### config.mk
export PLATFORM = sky130hd
export DESIGN_NAME = nes_pad_responder
export DESIGN_NICKNAME = d
export VERILOG_FILES = /design/src/rtl/nes_pkg.sv /design/src/rtl/sync_ff.sv /design/src/rtl/nes_pad_responder.sv
export SDC_FILE = /design/constraint.sdc
export NUM_CORES = 1
export LEC_CHECK = 0
export BUFFER_PORTS_ARGS = -buffer_cell sky130_fd_sc_hd__buf_2
export CELL_PAD_IN_SITES_DETAIL_PLACEMENT = 1
export CELL_PAD_IN_SITES_GLOBAL_PLACEMENT = 2
export CORE_MARGIN = 3
export CORE_UTILIZATION = 35
export CTS_CLUSTER_DIAMETER = 30
export DETAILED_ROUTE_END_ITERATION = 10
export PLACE_DENSITY = 0.8
export SYNTH_ARGS = -nofsm -noshare
export SYNTH_HDL_FRONTEND = slang
export SYNTH_SLANG_ARGS = --single-unit
### constraint.sdc
create_clock -name clock -period 1.9 [get_ports clock]
set_input_delay 0.095 -clock clock [delete_from_list [all_inputs] [get_ports clock]]
set_output_delay 0.095 -clock clock [all_outputs]
set_load 0.1 [all_outputs]
### src/rtl/nes_pkg.sv
// Shared definitions for the NES controller pad responder.
package nes_pkg;

    localparam int NES_BITS = 8;

    // Button positions inside the buttons vector / serial frame order.
    localparam int BTN_A      = 0;
    localparam int BTN_B      = 1;
    localparam int BTN_SELECT = 2;
    localparam int BTN_START  = 3;
    localparam int BTN_UP     = 4;
    localparam int BTN_DOWN   = 5;
    localparam int BTN_LEFT   = 6;
    localparam int BTN_RIGHT  = 7;

    typedef enum logic [1:0] {
        IDLE  = 2'd0,
        LOAD  = 2'd1,
        SHIFT = 2'd2,
        DONE  = 2'd3
    } nes_state_e;

endpackage

### src/rtl/sync_ff.sv
// Multi-flop synchronizer for a single asynchronous level.
module sync_ff #(
    parameter int STAGES = 2
) (
    input  logic clock,
    input  logic reset_n,
    input  logic d,
    output logic q
);

    logic [STAGES-1:0] stages;

    // Shift the raw level through the synchronizer chain.
    always_ff @(posedge clock or negedge reset_n) begin
        if (!reset_n) begin
            stages <= '0;
        end else begin
            stages <= {stages[STAGES-2:0], d};
        end
    end

    assign q = stages[STAGES-1];

endmodule

### src/rtl/nes_pad_responder.sv
// Emulates an NES controller: latches the live buttons on the console latch
// and shifts them out active-low, one bit per console shift-clock edge.
//
// state | meaning
// ------+------------------------------------------------------------
// IDLE  | no frame since reset, nes_data parked at FILL_BIT
// LOAD  | latch high: reload shift register from buttons every cycle
// SHIFT | latch released: each pulse edge presents the next bit
// DONE  | all 8 bits consumed, nes_data parked at FILL_BIT
module nes_pad_responder
    import nes_pkg::*;
#(
    parameter int   SYNC_STAGES = 2,
    parameter logic FILL_BIT    = 1'b1
) (
    input  logic                clock,
    input  logic                reset_n,
    input  logic                nes_latch,
    input  logic                nes_pulse,
    input  logic [NES_BITS-1:0] buttons,
    output logic                nes_data,
    output logic                frame_done,
    output logic                busy
);

    logic                latch_sync;
    logic                pulse_sync;
    logic                latch_q;
    logic                pulse_q;
    logic                latch_rise;
    logic                pulse_rise;
    nes_state_e          state;
    logic [NES_BITS-1:0] shreg;
    logic [2:0]          bit_idx;
    logic [2:0]          next_idx;

    sync_ff #(.STAGES(SYNC_STAGES)) u_sync_latch (
        .clock   (clock),
        .reset_n (reset_n),
        .d       (nes_latch),
        .q       (latch_sync)
    );

    sync_ff #(.STAGES(SYNC_STAGES)) u_sync_pulse (
        .clock   (clock),
        .reset_n (reset_n),
        .d       (nes_pulse),
        .q       (pulse_sync)
    );

    // Remember the previous synchronized levels for edge detection.
    always_ff @(posedge clock or negedge reset_n) begin
        if (!reset_n) begin
            latch_q <= 1'b0;
            pulse_q <= 1'b0;
        end else begin
            latch_q <= latch_sync;
            pulse_q <= pulse_sync;
        end
    end

    assign latch_rise = latch_sync & ~latch_q;
    assign pulse_rise = pulse_sync & ~pulse_q;
    assign next_idx   = bit_idx + 3'd1;

    // Frame sequencer; latch handling is checked first so it wins over pulse.
    always_ff @(posedge clock or negedge reset_n) begin
        if (!reset_n) begin
            state      <= IDLE;
            shreg      <= '1;
            bit_idx    <= 3'd0;
            nes_data   <= FILL_BIT;
            frame_done <= 1'b0;
            busy       <= 1'b0;
        end else begin
            frame_done <= 1'b0;
            unique case (state)
                IDLE, DONE: begin
                    nes_data <= FILL_BIT;
                    if (latch_rise) begin
                        state    <= LOAD;
                        busy     <= 1'b1;
                        shreg    <= ~buttons;
                        bit_idx  <= 3'd0;
                        nes_data <= ~buttons[BTN_A];
                    end
                end
                LOAD: begin
                    // LOAD is only entered with latch high, so a low level here is the fall.
                    if (latch_sync) begin
                        shreg    <= ~buttons;
                        bit_idx  <= 3'd0;
                        nes_data <= ~buttons[BTN_A];
                    end else begin
                        state <= SHIFT;
                    end
                end
                SHIFT: begin
                    if (latch_rise) begin
                        state    <= LOAD;
                        shreg    <= ~buttons;
                        bit_idx  <= 3'd0;
                        nes_data <= ~buttons[BTN_A];
                    end else if (pulse_rise) begin
                        if (bit_idx == 3'd7) begin
                            state      <= DONE;
                            busy       <= 1'b0;
                            frame_done <= 1'b1;
                            nes_data   <= FILL_BIT;
                        end else begin
                            bit_idx  <= next_idx;
                            nes_data <= shreg[next_idx];
                        end
                    end
                end
                default: begin
                    state <= IDLE;
                    busy  <= 1'b0;
                end
            endcase
        end
    end

endmodule

# After elaboration in Yosys (flattened, before gate mapping)
# Index checks and enable logic that the tools add are counted.
# op_classes
addsub	1
magnitude_cmp	1
eq_ne	14
muxes	32
n_bitwise	6
n_reduce_logical	9
# ops
cell	n
$mux W8	2
$pmux W8 S2	1
$mux W3	5
$mux W1	14
$mux W2	5
$ne A2 B2 Y1 const B	5
$ne A3 B3 Y1 const B	3
$pmux W3 S3	1
$not A8 Y8	1
$reduce_and A4 Y1	2
$pmux W2 S3	1
$reduce_and A5 Y1	1
$eq A2 B2 Y1 const B	2
$lt A3 B4 Y1 const B	1
$ne A2 B1 Y1 const B	2
$reduce_and A2 Y1	2
$add A3 B1 Y3 const B	1
$bmux W1 S3	1
$eq A3 B3 Y1 const B	1
$not A1 Y1	3
$pmux W1 S3	1
$reduce_or A3 Y1	1
$and A1 B1 Y1	2
$eq A2 B1 Y1 const B	1
4 further kinds	4
# totals
reg_bits	22
in_bits	12
output_inout_bits	3
elab_cells	73

# Longest topological paths before layout
# logic_depth
word_depth	7
depth_mapped	7
mapped_depth_nobuf	6

# By module
# Synthesis repeated with hierarchy kept, for this count alone.
# hier_totals
cells_unflattened	99
hier_area_um2	1033.5
# by_module_without_submodules
module	instances	cells_per_inst	area_each_um2	seq_area_each_um2
nes_pad_responder	1	95	933.4	461.7
sync_ff	2	2	50.0	50.0

# Worst setup path before layout
# Ideal clock, no wire load.
# synth_timing
path_kind	register to register
from	reg state[0]
to	reg bit_idx[0]
setup_time_ps	128
t_arrival_ps	1491
required_ps	1772
path_slack_ps	282
path_stages_with_launch	7
path_buffers	1
synth_period_minus_slack_ps	1618
path_cell_list	dfrtp_1 inv_1 ha_1 buf_2 a31o_1 nor3_4 mux2_1
# synth_between
elab_chain_len	4
elab_cells_between_ends	11
classes_between	eq/ne: 7; mux: 1; reduce/logical: 3
# synth_lines
item	line_no	source
from (decl)	nes_pad_responder.sv:32	nes_state_e state;
from (signal assigned)	nes_pad_responder.sv:69	state <= IDLE;
from (signal assigned)	nes_pad_responder.sv:81	state <= LOAD;
from (signal assigned)	nes_pad_responder.sv:95	state <= SHIFT;
$eq A2 B2 Y1 / $logic_not A2 Y1 (equally long branches)	nes_pad_responder.sv:77	unique case (state)
$reduce_or A2 Y1	nes_pad_responder.sv:77	
$ne A2 B2 Y1 (no line)	--	
$reduce_and A4 Y1 (no line)	--	
to (signal assigned)	nes_pad_responder.sv:111	bit_idx <= next_idx;
to (decl)	nes_pad_responder.sv:34	logic [2:0] bit_idx;
# Parallel ways exist; a longest one is shown, timed or not.
# A chain may end at the register's enable or synchronous reset.

# Worst setup path after layout
# layout_timing
from	reg state[1]
to	reg bit_idx[2]
# Same word-level chain as after synthesis.

==> key figures <==
GRT
  • First-pass GRT wire length: 3939 um
  • Pin count of the biggest net entering global routing: 23
  • Tot GR Track Use: 14.42%
  • Aggregate global routing overflow: 0
  • Vias in the first global route: 864
  • Antenna violations before repair: 0

Finish
  • Post-layout nets: 144
  • Count of fill cells added during filler insertion: 316
  • Area growth syn-to-layout: 24.21%
  • Footprint of the flip-flops and latches: 561.8 um2
  • Final std cell area, no fill: 1323 um2
  • Area of combinational cells with multiple inputs: 467.9 um2
  • Share of post-route cells with drive strength above 1: 26.77%
  • Antenna diode count: 0
  • Final std cells w/o fill: 158

Setup path
  • Worst setup path category: flip-flop to flip-flop
  • Startpoint of the worst setup timing path: state[1]
  • Type of destination of the critical path: flip-flop
  • Worst-case reg-to-reg path depth: 6
  • Critical path arrival: 1.95 ns
  • Start of the worst register-to-register path: state[1]
  • Critical path launch point type: flip-flop
  • Required time reported for the critical path endpoint: 2.10 ns
  • Maximum fanout count along the critical path: 4

Pwr
  • Worst VDD drop: 0.4633 mV
  • Internal Power: 1.066 mW
  • Clock share of power: 14.4%
  • Power density relative to cell area: 1348 nW/um2
  • Switching power as a share of total power: 40.21%
  • Static leakage: 0.5929 nW
  • Combinational share of power: 46.9%
  • Part of the power in registers: 38.7%
  • Switching power of the nets: 0.7170 mW

Clock network
  • CTS tree: done
  • Clock buffer depth: 2
  • Number of setup buffers added after CTS: 0
  • Skew-Pair Late Insertion Delay: 0.30 ns
  • Clk pin slew, worst setup/hold paths: 0.12 ns
  • Clock sink count: 22
  • Root Buffer: sky130_fd_sc_hd__clkbuf_4
  • CTS buffer count: 3
  • Maximum level of the CTS H-tree: 1

Place
  • Total instance count after detailed placement: 143
  • Count of port buffers added during placement: 14
  • Sum of net half-perimeters after detailed placement: 1688 um
  • Setup WS pre-CTS: 0.06536 ns
  • RePlAce Congestion: 0.7473
  • Placed standard-cell area: 1174 um2

STA
  • Timing-limited maximum frequency: 572.8 MHz
  • Worst slew margin relative to its limit: 66.87%
  • Post-route worst setup slack: 0.1542 ns
  • Hold Violations, Final: 0
  • Sum of negative setup slack: 0 ns
  • Slew Viols, Final: 0
  • Setup repair after global routing missed its margin: no
  • Skew final: 0.003288 ns
  • Final critical-path share of the clock period: 91.88%
  • Transition time of the tightest slew-check pin: 0.4969 ns
  • Total of endpoints with negative setup slack in the final report: 0
  • Min Hold Slack: 0.2741 ns
  • Final period demand of the worst path: 1.746 ns

Yosys
  • Count of yosys warnings during synthesis: 0
  • Net Count, Synth: 115
  • Synthesized flop and latch total: 22
  • Post-Synthesis Mean Instance Area: 10.76 um2
  • Post-Syn Instances: 99
  • Post-synth design cell area: 1065 um2
  • Most area-consuming cells after synthesis: sky130_fd_sc_hd__dfrtp_1 31%, sky130_fd_sc_hd__dfstp_2 22%, sky130_fd_sc_hd__ha_1 4.7%
  • Sequential element share of the synthesized area: 52.76%
  • Portion of synthesized cell area occupied by the leading cell type: 30.55%
  • Most area-hungry cell type in the Yosys netlist: sky130_fd_sc_hd__dfrtp_1
  • Synth cell types: 29

Route
  • Vias post-DR: 827
  • Remaining routing DRC violations: 0
  • Via/cell ratio: 5.234
  • Detail Route Antenna Nets: 0
  • Number of DRC violations after detailed-routing iteration 0: 12
  • Post-DR wirelength/cell: 14.75 um
  • Final WL: 2331 um
  • First drt pass iteration count: 4

Die
  • Number of top-level design ports: 15
  • Effective utilization at floorplan: 37.64%
  • Width of the die: 61.16 um
  • Area of the die: 3740 um2
  • Core region area: 2829 um2
  • # rows: 19
  • Die span in y: 61.16 um

Job
  • Max-cap violations: 0

Worst hold path
  • Worst hold-check path type: input port to asynchronous set/reset pin

Outcome
  • Result of the run: finished, final reports clean
[power groups by stage]
stage               Sequential, mW  Clock [mW]  Combinational, mW
floorplan                    0.832           0              0.503
global placement             0.695           0              0.794
detailed placement           0.703           0              0.818
CTS                          0.695       0.272              0.837
global route                 0.709       0.292              0.918
finish                       0.691       0.257              0.836
[through the flow]
stage / utilization, % / power, mW
after floorplan: - / 1.336
after global placement: 41.49 / 1.490
after detailed placement: 41.49 / 1.521
after CTS: 46.66 / 1.804
after global routing: 46.75 / 1.918
final: 46.75 / 1.783
[layout by cell type, fill, tap and decap left out, types with 2 or more instances in the layout]
| master | n |
|---|---|
| sky130_fd_sc_hd__buf_2 | 14 |
| sky130_fd_sc_hd__dfrtp_1 | 13 |
| sky130_fd_sc_hd__dlygate4sd3_1 | 11 |
| sky130_fd_sc_hd__nand2_1 | 10 |
| sky130_fd_sc_hd__o21ai_0 | 9 |
| sky130_fd_sc_hd__dfstp_2 | 9 |
| sky130_fd_sc_hd__inv_1 | 6 |
| sky130_fd_sc_hd__a21oi_1 | 6 |
| sky130_fd_sc_hd__mux2i_1 | 5 |
| sky130_fd_sc_hd__nand3b_1 | 4 |
| sky130_fd_sc_hd__nor2_1 | 4 |
| sky130_fd_sc_hd__nand3_1 | 3 |
| sky130_fd_sc_hd__mux2_1 | 3 |
| sky130_fd_sc_hd__ha_1 | 3 |
| sky130_fd_sc_hd__clkbuf_4 | 3 |
| sky130_fd_sc_hd__nand2b_1 | 2 |
| sky130_fd_sc_hd__nor2b_1 | 2 |
| sky130_fd_sc_hd__o211ai_1 | 2 |
| sky130_fd_sc_hd__and3_1 | 2 |
| sky130_fd_sc_hd__buf_4 | 2 |
[worst paths after layout]
check	to	slack, ns
setup / recovery	bit_idx[2]	0.15
hold / removal	bit_idx[2]	0.27
setup reg to reg	bit_idx[2]	0.15
hold reg to reg	u_sync_pulse.stages[1]	0.36
max in group asynchronous	shreg[1]	1.27
min in group clock	u_sync_pulse.stages[1]	0.36
[layout make-up]
| class | count | share of cell area (%) |
|---|---|---|
| Sequential cell | 22 | 42.48 |
| Inverter | 6 | 1.703 |
| Timing Repair Buffer | 27 | 14.76 |
| Multi-Input combinational cell | 68 | 35.38 |
| Clock buffer | 4 | 2.744 |
| Tap cell | 31 | 2.933 |
[cell usage after synthesis, drive strengths merged]
| library cell | n |
|---|---|
| inv | 6 |
| mux2 | 4 |
| ha | 4 |
| mux2i | 5 |
| nor2 | 4 |
| nand2 | 10 |
| buf | 3 |
| o21ai | 10 |
| o22ai | 1 |
| nor2b | 2 |
| nor3 | 2 |
| and3 | 2 |
| nand2b | 2 |
| nand3 | 3 |
| a221oi | 1 |
| dfstp | 9 |
| o32a | 1 |
| dfrtp | 13 |
| a31o | 2 |
| o211ai | 2 |
| and2b | 1 |
| o31ai | 1 |
| a31oi | 1 |
| a21oi | 6 |
| nand3b | 4 |
[critical path: stages (launching register included)]
cell and delay (ns):
sky130_fd_sc_hd__dfrtp_1 0.39, sky130_fd_sc_hd__inv_1 0.05, sky130_fd_sc_hd__ha_1 0.22, sky130_fd_sc_hd__nor2b_1 0.16, sky130_fd_sc_hd__a31o_1 0.23, sky130_fd_sc_hd__nor3_4 0.24, sky130_fd_sc_hd__mux2_1 0.34
[registers in the layout, summed over array words and instances (netlist names)]
signal	cells
frame_done	1
pulse_q	1
latch_q	1
u_sync_pulse.stages	2
nes_data	1
busy	1
shreg	8
u_sync_latch.stages	2
bit_idx	3
state	2
[what timing repair did]
| action | in CTS | in global routing |
|---|---|---|
| hold buffers | 11 | 0 |
| setup endpoints to repair | 0 | 3 |
| resized for setup | 0 | 1 |
| hold endpoints to repair | 23 | 0 |
[metal layers]
metal / share of wire (%) / wire [um] / track usage, % / vias to the layer above
li1: - / - / - / 403
met4: 1.1 / 26 / 5.573 / 0
met1: 47 / 1096 / 19.00 / 406
met5: 0 / 0 / 0 / -
met2: 48 / 1127 / 23.87 / 14
met3: 3.4 / 80 / 2.096 / 4
[logic make-up (layout without fill, tap and decap cells)]
family / count (synthesis) / in the layout / synth area share, %
multiplexers: 9 / 9 / 8.931
AO/OA/AOI/OAI: 25 / 25 / 14.22
flip-flops: 22 / 22 / 52.76
buffers and inverters: 9 / 37 / 3.525
AND/OR/NAND/NOR: 30 / 30 / 15.86
adder cells (fa/ha/maj): 4 / 4 / 4.701
(Power assumes the default switching activity.)
